## src/rtl/exec_sequencer_if.sv

```systemverilog
// Issue/ALU/write-back signal bundle for exec_sequencer.
// master = issuer + register file + ALU side, slave = the sequencer itself.
interface exec_sequencer_if #(
   parameter int XLEN = 32
);
   logic            in_valid;
   logic            in_ready;
   logic [31:0]     instr;
   logic [XLEN-1:0] rs1_data;
   logic [XLEN-1:0] rs2_data;
   logic [3:0]      alu_control;
   logic [XLEN-1:0] alu_a;
   logic [XLEN-1:0] alu_b;
   logic [XLEN-1:0] alu_result;
   logic            wb_valid;
   logic            wb_we;
   logic [4:0]      wb_rd;
   logic [XLEN-1:0] wb_data;
   logic            illegal;
   logic            busy;
   logic            halted;

   modport master (
      output in_valid, instr, rs1_data, rs2_data, alu_result,
      input  in_ready, alu_control, alu_a, alu_b,
      input  wb_valid, wb_we, wb_rd, wb_data, illegal, busy, halted
   );

   modport slave (
      input  in_valid, instr, rs1_data, rs2_data, alu_result,
      output in_ready, alu_control, alu_a, alu_b,
      output wb_valid, wb_we, wb_rd, wb_data, illegal, busy, halted
   );
endinterface

```

## src/rtl/exec_sequencer.sv

```systemverilog
// Multi-cycle execute controller: one instruction in flight, single-cycle ALU ops,
// iterative shift-add MUL, one write-back pulse per retire, permanent halt on SYSTEM.
module exec_sequencer #(
   parameter int XLEN = 32
) (
   input  logic              clk,
   input  logic              rst_n,
   exec_sequencer_if.slave   bus
);

   localparam logic [2:0] ST_IDLE = 3'd0;
   localparam logic [2:0] ST_EXEC = 3'd1;
   localparam logic [2:0] ST_MUL  = 3'd2;
   localparam logic [2:0] ST_WB   = 3'd3;
   localparam logic [2:0] ST_HALT = 3'd4;

   localparam logic [1:0] K_ALU  = 2'd0;
   localparam logic [1:0] K_MUL  = 2'd1;
   localparam logic [1:0] K_ILL  = 2'd2;
   localparam logic [1:0] K_HALT = 2'd3;

   localparam logic [3:0] OP_AND = 4'b0000;
   localparam logic [3:0] OP_OR  = 4'b0001;
   localparam logic [3:0] OP_ADD = 4'b0010;
   localparam logic [3:0] OP_SLL = 4'b0011;
   localparam logic [3:0] OP_SUB = 4'b0100;
   localparam logic [3:0] OP_SRL = 4'b0101;
   localparam logic [3:0] OP_MUL = 4'b0110;
   localparam logic [3:0] OP_XOR = 4'b0111;

   localparam int CW = (XLEN > 1) ? $clog2(XLEN) : 1;
   localparam logic [CW-1:0] CNT_LAST = CW'(XLEN - 1);

   logic [2:0]      state_reg;
   logic [2:0]      state_next;
   logic [3:0]      ctrl_reg;
   logic [XLEN-1:0] opa_reg;   // operand A / multiplicand
   logic [XLEN-1:0] opb_reg;   // operand B / multiplier
   logic [XLEN-1:0] acc_reg;   // ALU capture or MUL accumulator
   logic [CW-1:0]   cnt_reg;
   logic [4:0]      rd_reg;
   logic            ill_reg;

   logic            accept;
   logic [6:0]      opcode;
   logic [2:0]      funct3;
   logic [6:0]      funct7;
   logic [1:0]      dec_kind;
   logic [3:0]      dec_ctrl;
   logic            dec_use_imm;
   logic [XLEN-1:0] dec_imm;

   assign accept = bus.in_valid && (state_reg == ST_IDLE);
   assign opcode = bus.instr[6:0];
   assign funct3 = bus.instr[14:12];
   assign funct7 = bus.instr[31:25];
   assign dec_imm = {{(XLEN-12){bus.instr[31]}}, bus.instr[31:20]};

   always_comb begin
      dec_kind    = K_ILL;
      dec_ctrl    = OP_AND;
      dec_use_imm = 1'b0;
      if (opcode == 7'h33 && funct7 == 7'h00) begin
         case (funct3)
            3'd0: begin dec_kind = K_ALU; dec_ctrl = OP_ADD; end
            3'd1: begin dec_kind = K_ALU; dec_ctrl = OP_SLL; end
            3'd2: begin dec_kind = K_MUL; dec_ctrl = OP_MUL; end
            3'd4: begin dec_kind = K_ALU; dec_ctrl = OP_XOR; end
            3'd5: begin dec_kind = K_ALU; dec_ctrl = OP_SRL; end
            3'd6: begin dec_kind = K_ALU; dec_ctrl = OP_OR;  end
            3'd7: begin dec_kind = K_ALU; dec_ctrl = OP_AND; end
            default: dec_kind = K_ILL;
         endcase
      end else if (opcode == 7'h33 && funct7 == 7'h20 && funct3 == 3'd0) begin
         dec_kind = K_ALU;
         dec_ctrl = OP_SUB;
      end else if (opcode == 7'h13 && funct3 == 3'd0) begin
         dec_kind    = K_ALU;
         dec_ctrl    = OP_ADD;
         dec_use_imm = 1'b1;
      end else if (opcode == 7'h73) begin
         dec_kind = K_HALT;
      end
   end

   always_comb begin
      state_next = state_reg;
      case (state_reg)
         ST_IDLE: begin
            if (accept) begin
               case (dec_kind)
                  K_ALU:   state_next = ST_EXEC;
                  K_MUL:   state_next = ST_MUL;
                  K_HALT:  state_next = ST_HALT;
                  default: state_next = ST_WB;
               endcase
            end
         end
         ST_EXEC: state_next = ST_WB;
         ST_MUL:  if (cnt_reg == CNT_LAST) state_next = ST_WB;
         ST_WB:   state_next = ST_IDLE;
         ST_HALT: state_next = ST_HALT;
         default: state_next = ST_IDLE;
      endcase
   end

   always_ff @(posedge clk or negedge rst_n) begin
      if (!rst_n) begin
         state_reg <= ST_IDLE;
         ctrl_reg  <= '0;
         opa_reg   <= '0;
         opb_reg   <= '0;
         acc_reg   <= '0;
         cnt_reg   <= '0;
         rd_reg    <= '0;
         ill_reg   <= 1'b0;
      end else begin
         state_reg <= state_next;
         case (state_reg)
            ST_IDLE: begin
               if (accept) begin
                  ctrl_reg <= dec_ctrl;
                  opa_reg  <= bus.rs1_data;
                  opb_reg  <= dec_use_imm ? dec_imm : bus.rs2_data;
                  acc_reg  <= '0;
                  cnt_reg  <= '0;
                  rd_reg   <= bus.instr[11:7];
                  ill_reg  <= (dec_kind == K_ILL);
               end
            end
            ST_EXEC: acc_reg <= bus.alu_result;
            ST_MUL: begin
               // One shift-add step; the sum wraps to XLEN bits by construction.
               if (opb_reg[0]) acc_reg <= acc_reg + opa_reg;
               opa_reg <= opa_reg << 1;
               opb_reg <= opb_reg >> 1;
               cnt_reg <= cnt_reg + 1'b1;
            end
            default: ;
         endcase
      end
   end

   // The shared ALU sees only zeros unless this sequencer owns it in EXEC.
   assign bus.alu_control = (state_reg == ST_EXEC) ? ctrl_reg : 4'b0000;
   assign bus.alu_a       = (state_reg == ST_EXEC) ? opa_reg  : '0;
   assign bus.alu_b       = (state_reg == ST_EXEC) ? opb_reg  : '0;

   assign bus.in_ready = (state_reg == ST_IDLE);
   assign bus.busy     = (state_reg == ST_EXEC) || (state_reg == ST_MUL) || (state_reg == ST_WB);
   assign bus.halted   = (state_reg == ST_HALT);
   assign bus.wb_valid = (state_reg == ST_WB);
   assign bus.wb_we    = (state_reg == ST_WB) && !ill_reg && (rd_reg != 5'd0);
   assign bus.wb_rd    = (state_reg == ST_WB) ? rd_reg : 5'd0;
   assign bus.wb_data  = ((state_reg == ST_WB) && !ill_reg) ? acc_reg : '0;
   assign bus.illegal  = (state_reg == ST_WB) && ill_reg;

endmodule

```

## src/flat_wrapper.sv

```systemverilog
// flat-port wrapper written by rule: the top's interface ports become plain ports
module exec_sequencer_flat 
#(
   parameter int XLEN = 32
)
  (clk, rst_n, bus_in_valid, bus_instr, bus_rs1_data, bus_rs2_data, bus_alu_result, bus_in_ready, bus_alu_control, bus_alu_a, bus_alu_b, bus_wb_valid, bus_wb_we, bus_wb_rd, bus_wb_data, bus_illegal, bus_busy, bus_halted);
  exec_sequencer_if #(.XLEN(XLEN)) bus_i ();
  input  logic clk;
  input  logic rst_n;
  input wire logic [$bits(bus_i.in_valid)-1:0] bus_in_valid;
  input wire logic [$bits(bus_i.instr)-1:0] bus_instr;
  input wire logic [$bits(bus_i.rs1_data)-1:0] bus_rs1_data;
  input wire logic [$bits(bus_i.rs2_data)-1:0] bus_rs2_data;
  input wire logic [$bits(bus_i.alu_result)-1:0] bus_alu_result;
  output wire logic [$bits(bus_i.in_ready)-1:0] bus_in_ready;
  output wire logic [$bits(bus_i.alu_control)-1:0] bus_alu_control;
  output wire logic [$bits(bus_i.alu_a)-1:0] bus_alu_a;
  output wire logic [$bits(bus_i.alu_b)-1:0] bus_alu_b;
  output wire logic [$bits(bus_i.wb_valid)-1:0] bus_wb_valid;
  output wire logic [$bits(bus_i.wb_we)-1:0] bus_wb_we;
  output wire logic [$bits(bus_i.wb_rd)-1:0] bus_wb_rd;
  output wire logic [$bits(bus_i.wb_data)-1:0] bus_wb_data;
  output wire logic [$bits(bus_i.illegal)-1:0] bus_illegal;
  output wire logic [$bits(bus_i.busy)-1:0] bus_busy;
  output wire logic [$bits(bus_i.halted)-1:0] bus_halted;
  assign bus_i.in_valid = bus_in_valid;
  assign bus_i.instr = bus_instr;
  assign bus_i.rs1_data = bus_rs1_data;
  assign bus_i.rs2_data = bus_rs2_data;
  assign bus_i.alu_result = bus_alu_result;
  assign bus_in_ready = bus_i.in_ready;
  assign bus_alu_control = bus_i.alu_control;
  assign bus_alu_a = bus_i.alu_a;
  assign bus_alu_b = bus_i.alu_b;
  assign bus_wb_valid = bus_i.wb_valid;
  assign bus_wb_we = bus_i.wb_we;
  assign bus_wb_rd = bus_i.wb_rd;
  assign bus_wb_data = bus_i.wb_data;
  assign bus_illegal = bus_i.illegal;
  assign bus_busy = bus_i.busy;
  assign bus_halted = bus_i.halted;
  exec_sequencer #(.XLEN(XLEN)) u_core (.clk(clk), .rst_n(rst_n), .bus(bus_i));
endmodule
```

## config.mk

```make
export PLATFORM = sky130hd
export DESIGN_NAME = exec_sequencer_flat
export DESIGN_NICKNAME = d
export VERILOG_FILES = /design/src/rtl/exec_sequencer_if.sv /design/src/rtl/exec_sequencer.sv /design/src/flat_wrapper.sv
export SDC_FILE = /design/constraint.sdc
export NUM_CORES = 1
export LEC_CHECK = 0
export CORE_ASPECT_RATIO = 0.5
export CORE_MARGIN = 4
export CORE_UTILIZATION = 47
export DETAILED_ROUTE_END_ITERATION = 10
export PLACE_DENSITY = 0.81
export SLEW_MARGIN = 20
export SYNTH_ARGS = -nofsm -noshare
export SYNTH_HDL_FRONTEND = slang
export SYNTH_SLANG_ARGS = --single-unit
```

## constraint.sdc

```tcl
create_clock -name clk -period 3.2 [get_ports clk]
set_clock_uncertainty 0.05 [all_clocks]
set_input_delay 0.96 -clock clk [delete_from_list [all_inputs] [get_ports clk]]
set_output_delay 0.96 -clock clk [all_outputs]
set_load 0.03 [all_outputs]
```

### After elaboration in Yosys (flattened, before gate mapping)

Cells that the tools add are included.

* word-level logic and storage cells: 85
* input port bits: 131
* output and inout bits: 111
* bits in registers: 114

* $add $sub $neg: 2
* reductions and logical operators: 23
* equal/unequal tests: 21
* mux-type cells: 31

Operators by type and width (number)
* 2-to-1 mux 32 bit: 8
* one-hot mux 32 bit (2 select lines): 2
* one-hot mux 32 bit (3 select lines): 1
* adder 32 bit: 1
* one-hot mux 3 bit (6 select lines): 1
* == test 3 bit (second input constant): 5
* == test 7 x 6 -> 1 bit (second input constant): 2
* 2-to-1 mux 4 bit: 3
* one-hot mux 3 bit (4 select lines): 1
* 2-to-1 mux 5 bit: 2
* one-hot mux 5 bit (2 select lines): 1
* == test 3 x 2 -> 1 bit (second input constant): 3
* one-hot mux 3 bit (3 select lines): 1
* logical AND 1 bit: 8
* 2-to-1 mux 2 bit: 4
* == test 7 x 5 -> 1 bit (second input constant): 1
* == test 7 bit (second input constant): 1
* logical NOT 7 bit: 1
* == test 3 x 1 -> 1 bit (second input constant): 2
* logical NOT 3 bit: 2
* 2-to-1 mux 3 bit: 2
* inequality test 2 x 1 -> 1 bit (second input constant): 3
* AND reduction 2 bit: 3
* OR reduction 6 bit: 1
* other kinds (13): 18

### Longest topological paths before layout

Gate-level depths: netlist (run 1).

* depth after elaboration: 9
* depth in mapped cells: 11
* gate-level depth less buffers: 11

### Worst setup path before layout (run 1)

No wires, ideal clock.

* path kind: reg-to-reg
* from: register u_core.acc_reg[0]
* to: register u_core.acc_reg[28]
* data arrival time: 2.778 ns
* stages on the path, launching flop included: 12
* data required time: 3.027 ns
* setup time: 0.123 ns
* path slack: 0.249 ns
* period minus slack after synthesis: 2.951 ns
* buffers on the path: 0
* cells stage by stage: dfrtp_1 > ha_1 > fa_1 > a21oi_1 > o221ai_2 > o31a_1 > a222oi_1 > a311oi_1 > a221oi_2 > xnor2_1 > a221oi_2 > nor2_1

* cells in the longest elaborated chain, start to end: 3

RTL lines
* start: declaration: RTL line exec_sequencer.sv:39 `logic [XLEN-1:0] acc_reg;`
* start signal: assignment: RTL line exec_sequencer.sv:131 `ST_EXEC: acc_reg <= bus.alu_result;`
* start signal: assignment: RTL line exec_sequencer.sv:134 `if (opb_reg[0]) acc_reg <= acc_reg + opa_reg;`
* adder 32 bit: RTL line exec_sequencer.sv:134
* 2-to-1 mux 32 bit: RTL line exec_sequencer.sv:134
* one-hot mux 32 bit (3 select lines): RTL line exec_sequencer.sv:119 `case (state_reg)`

Every way passes these cells. The select of a mux whose other input is x is not followed.
A chain may end at the register's enable or synchronous reset.

### Worst setup path after layout (run 1)

* from: register u_core.acc_reg[0]
* to: register u_core.acc_reg[24]

Same word-level chain as after synthesis.

==> flow_metrics.py, run 1 <==
metrics = {
    "run_status": {
        "status": "complete, no violations",
    },
    "sta": {
        "whs_ns": 0.4162,
        "fin_crit_sh_pct": 98.13,
        "finalCriticalPeriod_ns": 3.140,
        "setup_violations": 0,
        "relSlewSlack_pct": 27.67,
        "max_freq_ghz": 0.3185,
        "tightestPinTransition_ns": 1.082,
        "finalHoldViolations": 0,
        "drv_slew": 0,
        "rsz0062_at_grt": "true",
    },
    "routing": {
        "drt-total-wl_mm": 24.41,
        "drt_iter0_markers": 560,
        "vias_per_cell": 5.812,
        "ant_nets": 0,
        "wl_per_cell_um": 18.36,
        "dr.pass1.iters": 5,
        "num_vias": 7724,
        "drc": 0,
    },
    "global_routing": {
        "track_usage_pct": 26.48,
        "grt_pass1_wl_mm": 39.06,
        "grt_pass1_vias": 7711,
        "antenna_found_initial": 0,
        "gr-total-overflow": 0,
        "grt_max_degree": 75,
    },
    "logic_synthesis": {
        "ys_ff_latch": 113,
        "netlist_instances": 884,
        "async_flop_share_pct": 100.0,
        "yosysSeqAreaShare_pct": 37.93,
        "synth_nets": 1051,
        "syn_area_per_cell_um2": 8.434,
        "synth_ff_type": "dfrtp_1",
        "synth_edf_count": 0,
        "synth-warning-count": 0,
        "syn-cell-area_um2": 7456,
        "synth_cell_types": 59,
    },
    "worst_setup_path": {
        "crit_type": "flip-flop to flip-flop",
        "startpoint_type": "flip-flop",
        "cp.arrival_ns": 3.37,
        "cp.required_ns": 3.43,
        "crit_family": "compound AO/OA/AOI/OAI gates",
        "crit_fanout": 2,
        "crit_buf_inv": 2,
        "crit_start": "u_core.acc_reg[0]",
        "r2r-start": "u_core.acc_reg[0]",
        "critPathSlowestCell": "fa_2",
        "slowest_delay_ns": 0.40,
        "end_kind": "flip-flop",
        "crit_top_cell": "buf_4",
        "crit_chain": "ha_2 > fa_2 > a21oi_4 > o221ai_2 > o31a_1 > a222oi_1 > buf_4 > a311oi_4 > buf_4 > xor2_1 > a221oi_1 > nor2_1",
    },
    "cts": {
        "ctsHoldBuffers": 0,
        "cts_root_buffer": "clkbuf_16",
        "clk_pin_slew_worst_paths_ns": 0.06,
        "numClockSinks": 113,
        "cts_max_path_buffers": 2,
        "cts_inserted_buffers": 17,
        "cts_tree": "done",
        "htreeDepth": 4,
        "clock_latency_ns": 0.41,
    },
    "finish": {
        "num_antenna_cells": 0,
        "area_growth_pct": 46.12,
        "drive_gt1_share_pct": 10.40,
        "seq_area_um2": 2829,
        "final_nets": 1281,
        "multi_input_area_um2": 4443,
        "fill_cells": 1237,
        "fin_cells": 1329,
    },
    "power_and_ir_drop": {
        "power_leakage_nw": 5.207,
        "finalPower_mw": 11.93,
        "cellPowerDensity_nw_per_um2": 1095,
        "vdd_drop_max_uv": 592.4,
    },
    "place": {
        "port-buffer-count": 235,
        "place_congestion": 0.8879,
        "dp_cells": 1296,
        "hpwl_mm": 17.30,
    },
    "worst_hold_path": {
        "hold_start": "u_core.ctrl_reg[0]",
        "hold_class": "flip-flop to flip-flop",
    },
    "floorplanning": {
        "num_rows": 32,
        "core-area_um2": 15450,
        "start_util_pct": 48.24,
        "die_area_um2": 18060,
        "pin_count": 242,
        "die_width_um": 186.1,
        "die_y_um": 97.06,
    },
    "run": {
        "cap_violations": 0,
    },
}
layer usage:
layer | global-route usage (%) | routed length (um) | vias up
met5 | 0 | 0 | -
met4 | 7.331 | 410 | 0
met3 | 5.123 | 1488 | 44
met2 | 45.26 | 11960 | 294
met1 | 34.35 | 10550 | 3764
li1 | - | - | 3622
layout make-up:
type / count / area share [%]
Clock buffer: 20 / 4.284
Clock inverter: 10 / 1.240
Inverter: 11 / 0.3790
Multi-Input combinational cell: 701 / 40.78
Sequential cell: 113 / 25.97
Tap cell: 204 / 2.343
Timing Repair Buffer: 270 / 25.00
cells in the final DEF, fill, tap and decap left out, types with 7 or more instances in the layout:
cell             netlist  routed
clkdlybuf4s50_1        0     128
dfrtp_1              113     112
and2_1               109     109
nand2_1              107     106
nor2_1               106     104
dlygate4sd2_1          0      69
a21oi_1               53      50
o21ai_0               44      44
buf_4                  1      43
ha_1                  35      34
a22oi_1               32      32
a221oi_1              24      23
a221o_1               20      20
buf_12                 0      20
o22ai_1               19      19
xnor2_1               17      17
clkbuf_16              0      17
a21o_1                14      14
mux2i_1               13      13
inv_1                 11      11
xor2_1                10      10
nand3_1                8       8
nor3_1                 9       8
a211oi_1               7       7
and3_1                 7       7
synth_stat cells, types with 13 or more instances:
cell type	n	area [um2]
dfrtp_1	113	2828
and2_1	109	681.9
nand2_1	107	401.6
nor2_1	106	397.9
a21oi_1	53	265.3
clkbuf_1	53	198.9
o21ai_0	44	220.2
ha_1	35	437.9
a22oi_1	32	240.2
a221oi_1	24	210.2
a221o_1	20	200.2
o22ai_1	19	118.9
xnor2_1	17	148.9
a21o_1	14	105.1
mux2i_1	13	130.1
tightest hold or removal path: stages, from the launching register on:
cell and delay [ns]:
dfrtp_1 0.33, nand2_1 0.05, nand2_1 0.05
metrics by stage:
| step | area [um2] | TNS [ns] | setup slack, ns | utilization, % |
|---|---|---|---|---|
| 6_report | 10890 | 0 | 0.05989 | 70.49 |
| 5_1_grt | 10890 | -0.1138 | -0.05884 | 70.49 |
| 4_1_cts | 10820 | 0 | 0.007352 | 70.00 |
| 3_5_place_dp | 10280 | -0.2046 | -0.07931 | 66.53 |
| 3_3_place_gp | 10280 | -0.03386 | -0.03386 | 66.53 |
| 2_1_floorplan | 7456 | 0 | 0.2492 | - |
path summary, 6_finish.rpt:
check / end / slack (ns) / cells past startpoint
worst max-delay path: u_core.acc_reg[24] / 0.06 / 12
worst min-delay path: u_core.ctrl_reg[0] / 0.42 / 2
worst max register to register: u_core.acc_reg[24] / 0.06 / 12
worst min register to register: u_core.ctrl_reg[0] / 0.42 / 2
max in group asynchronous: u_core.opb_reg[12] / 1.91 / 2
min in group asynchronous: u_core.opa_reg[15] / 0.48 / 1
repair_timing:
action | CTS | global route
resized for setup | 77 | 18
buffers inserted | 1 | 2
endpoints found under the setup margin | 75 | 34
pin swaps | 1 | 9
power breakdown:
group | switching [mW] | internal, mW | total, mW
Clock | 0.670 | 1.27 | 1.94
Sequential | 0.660 | 2.13 | 2.79
Combinational | 4.17 | 3.03 | 7.20
kinds of logic (layout without fill, tap and decap cells):
family | Yosys count | in the layout | synth area share [%]
AOI/OAI and AO/OA | 252 | 252 | 23.34
xor gates and xnor gates | 27 | 27 | 3.172
adders and majority gates | 36 | 36 | 6.142
buffers and inverters | 70 | 311 | 3.574
DFF | 113 | 113 | 37.93
muxes | 13 | 13 | 1.745
other | 1 | 1 | 0.05030
and+or+nand+nor | 372 | 372 | 24.05
(Power assumes the default switching activity.)
==> run 2, diff against run 1 <==
--- a/config.mk
+++ b/config.mk
@@ -9,8 +9,8 @@
 export CORE_MARGIN = 4
 export CORE_UTILIZATION = 47
 export DETAILED_ROUTE_END_ITERATION = 10
+export HOLD_SLACK_MARGIN = 0.15
 export PLACE_DENSITY = 0.81
-export SLEW_MARGIN = 20
 export SYNTH_ARGS = -nofsm -noshare
 export SYNTH_HDL_FRONTEND = slang
 export SYNTH_SLANG_ARGS = --single-unit
==> results of run 2 <==
The final DEF is identical to that of run 1; final timing and power are the same.
==> run 3, diff against run 2 <==
--- a/config.mk
+++ b/config.mk
@@ -5,6 +5,7 @@
 export SDC_FILE = /design/constraint.sdc
 export NUM_CORES = 1
 export LEC_CHECK = 0
+export CAP_MARGIN = 20
 export CORE_ASPECT_RATIO = 0.5
 export CORE_MARGIN = 4
 export CORE_UTILIZATION = 47
==> results of run 3 <==
The final DEF is identical to that of run 1; final timing and power are the same.
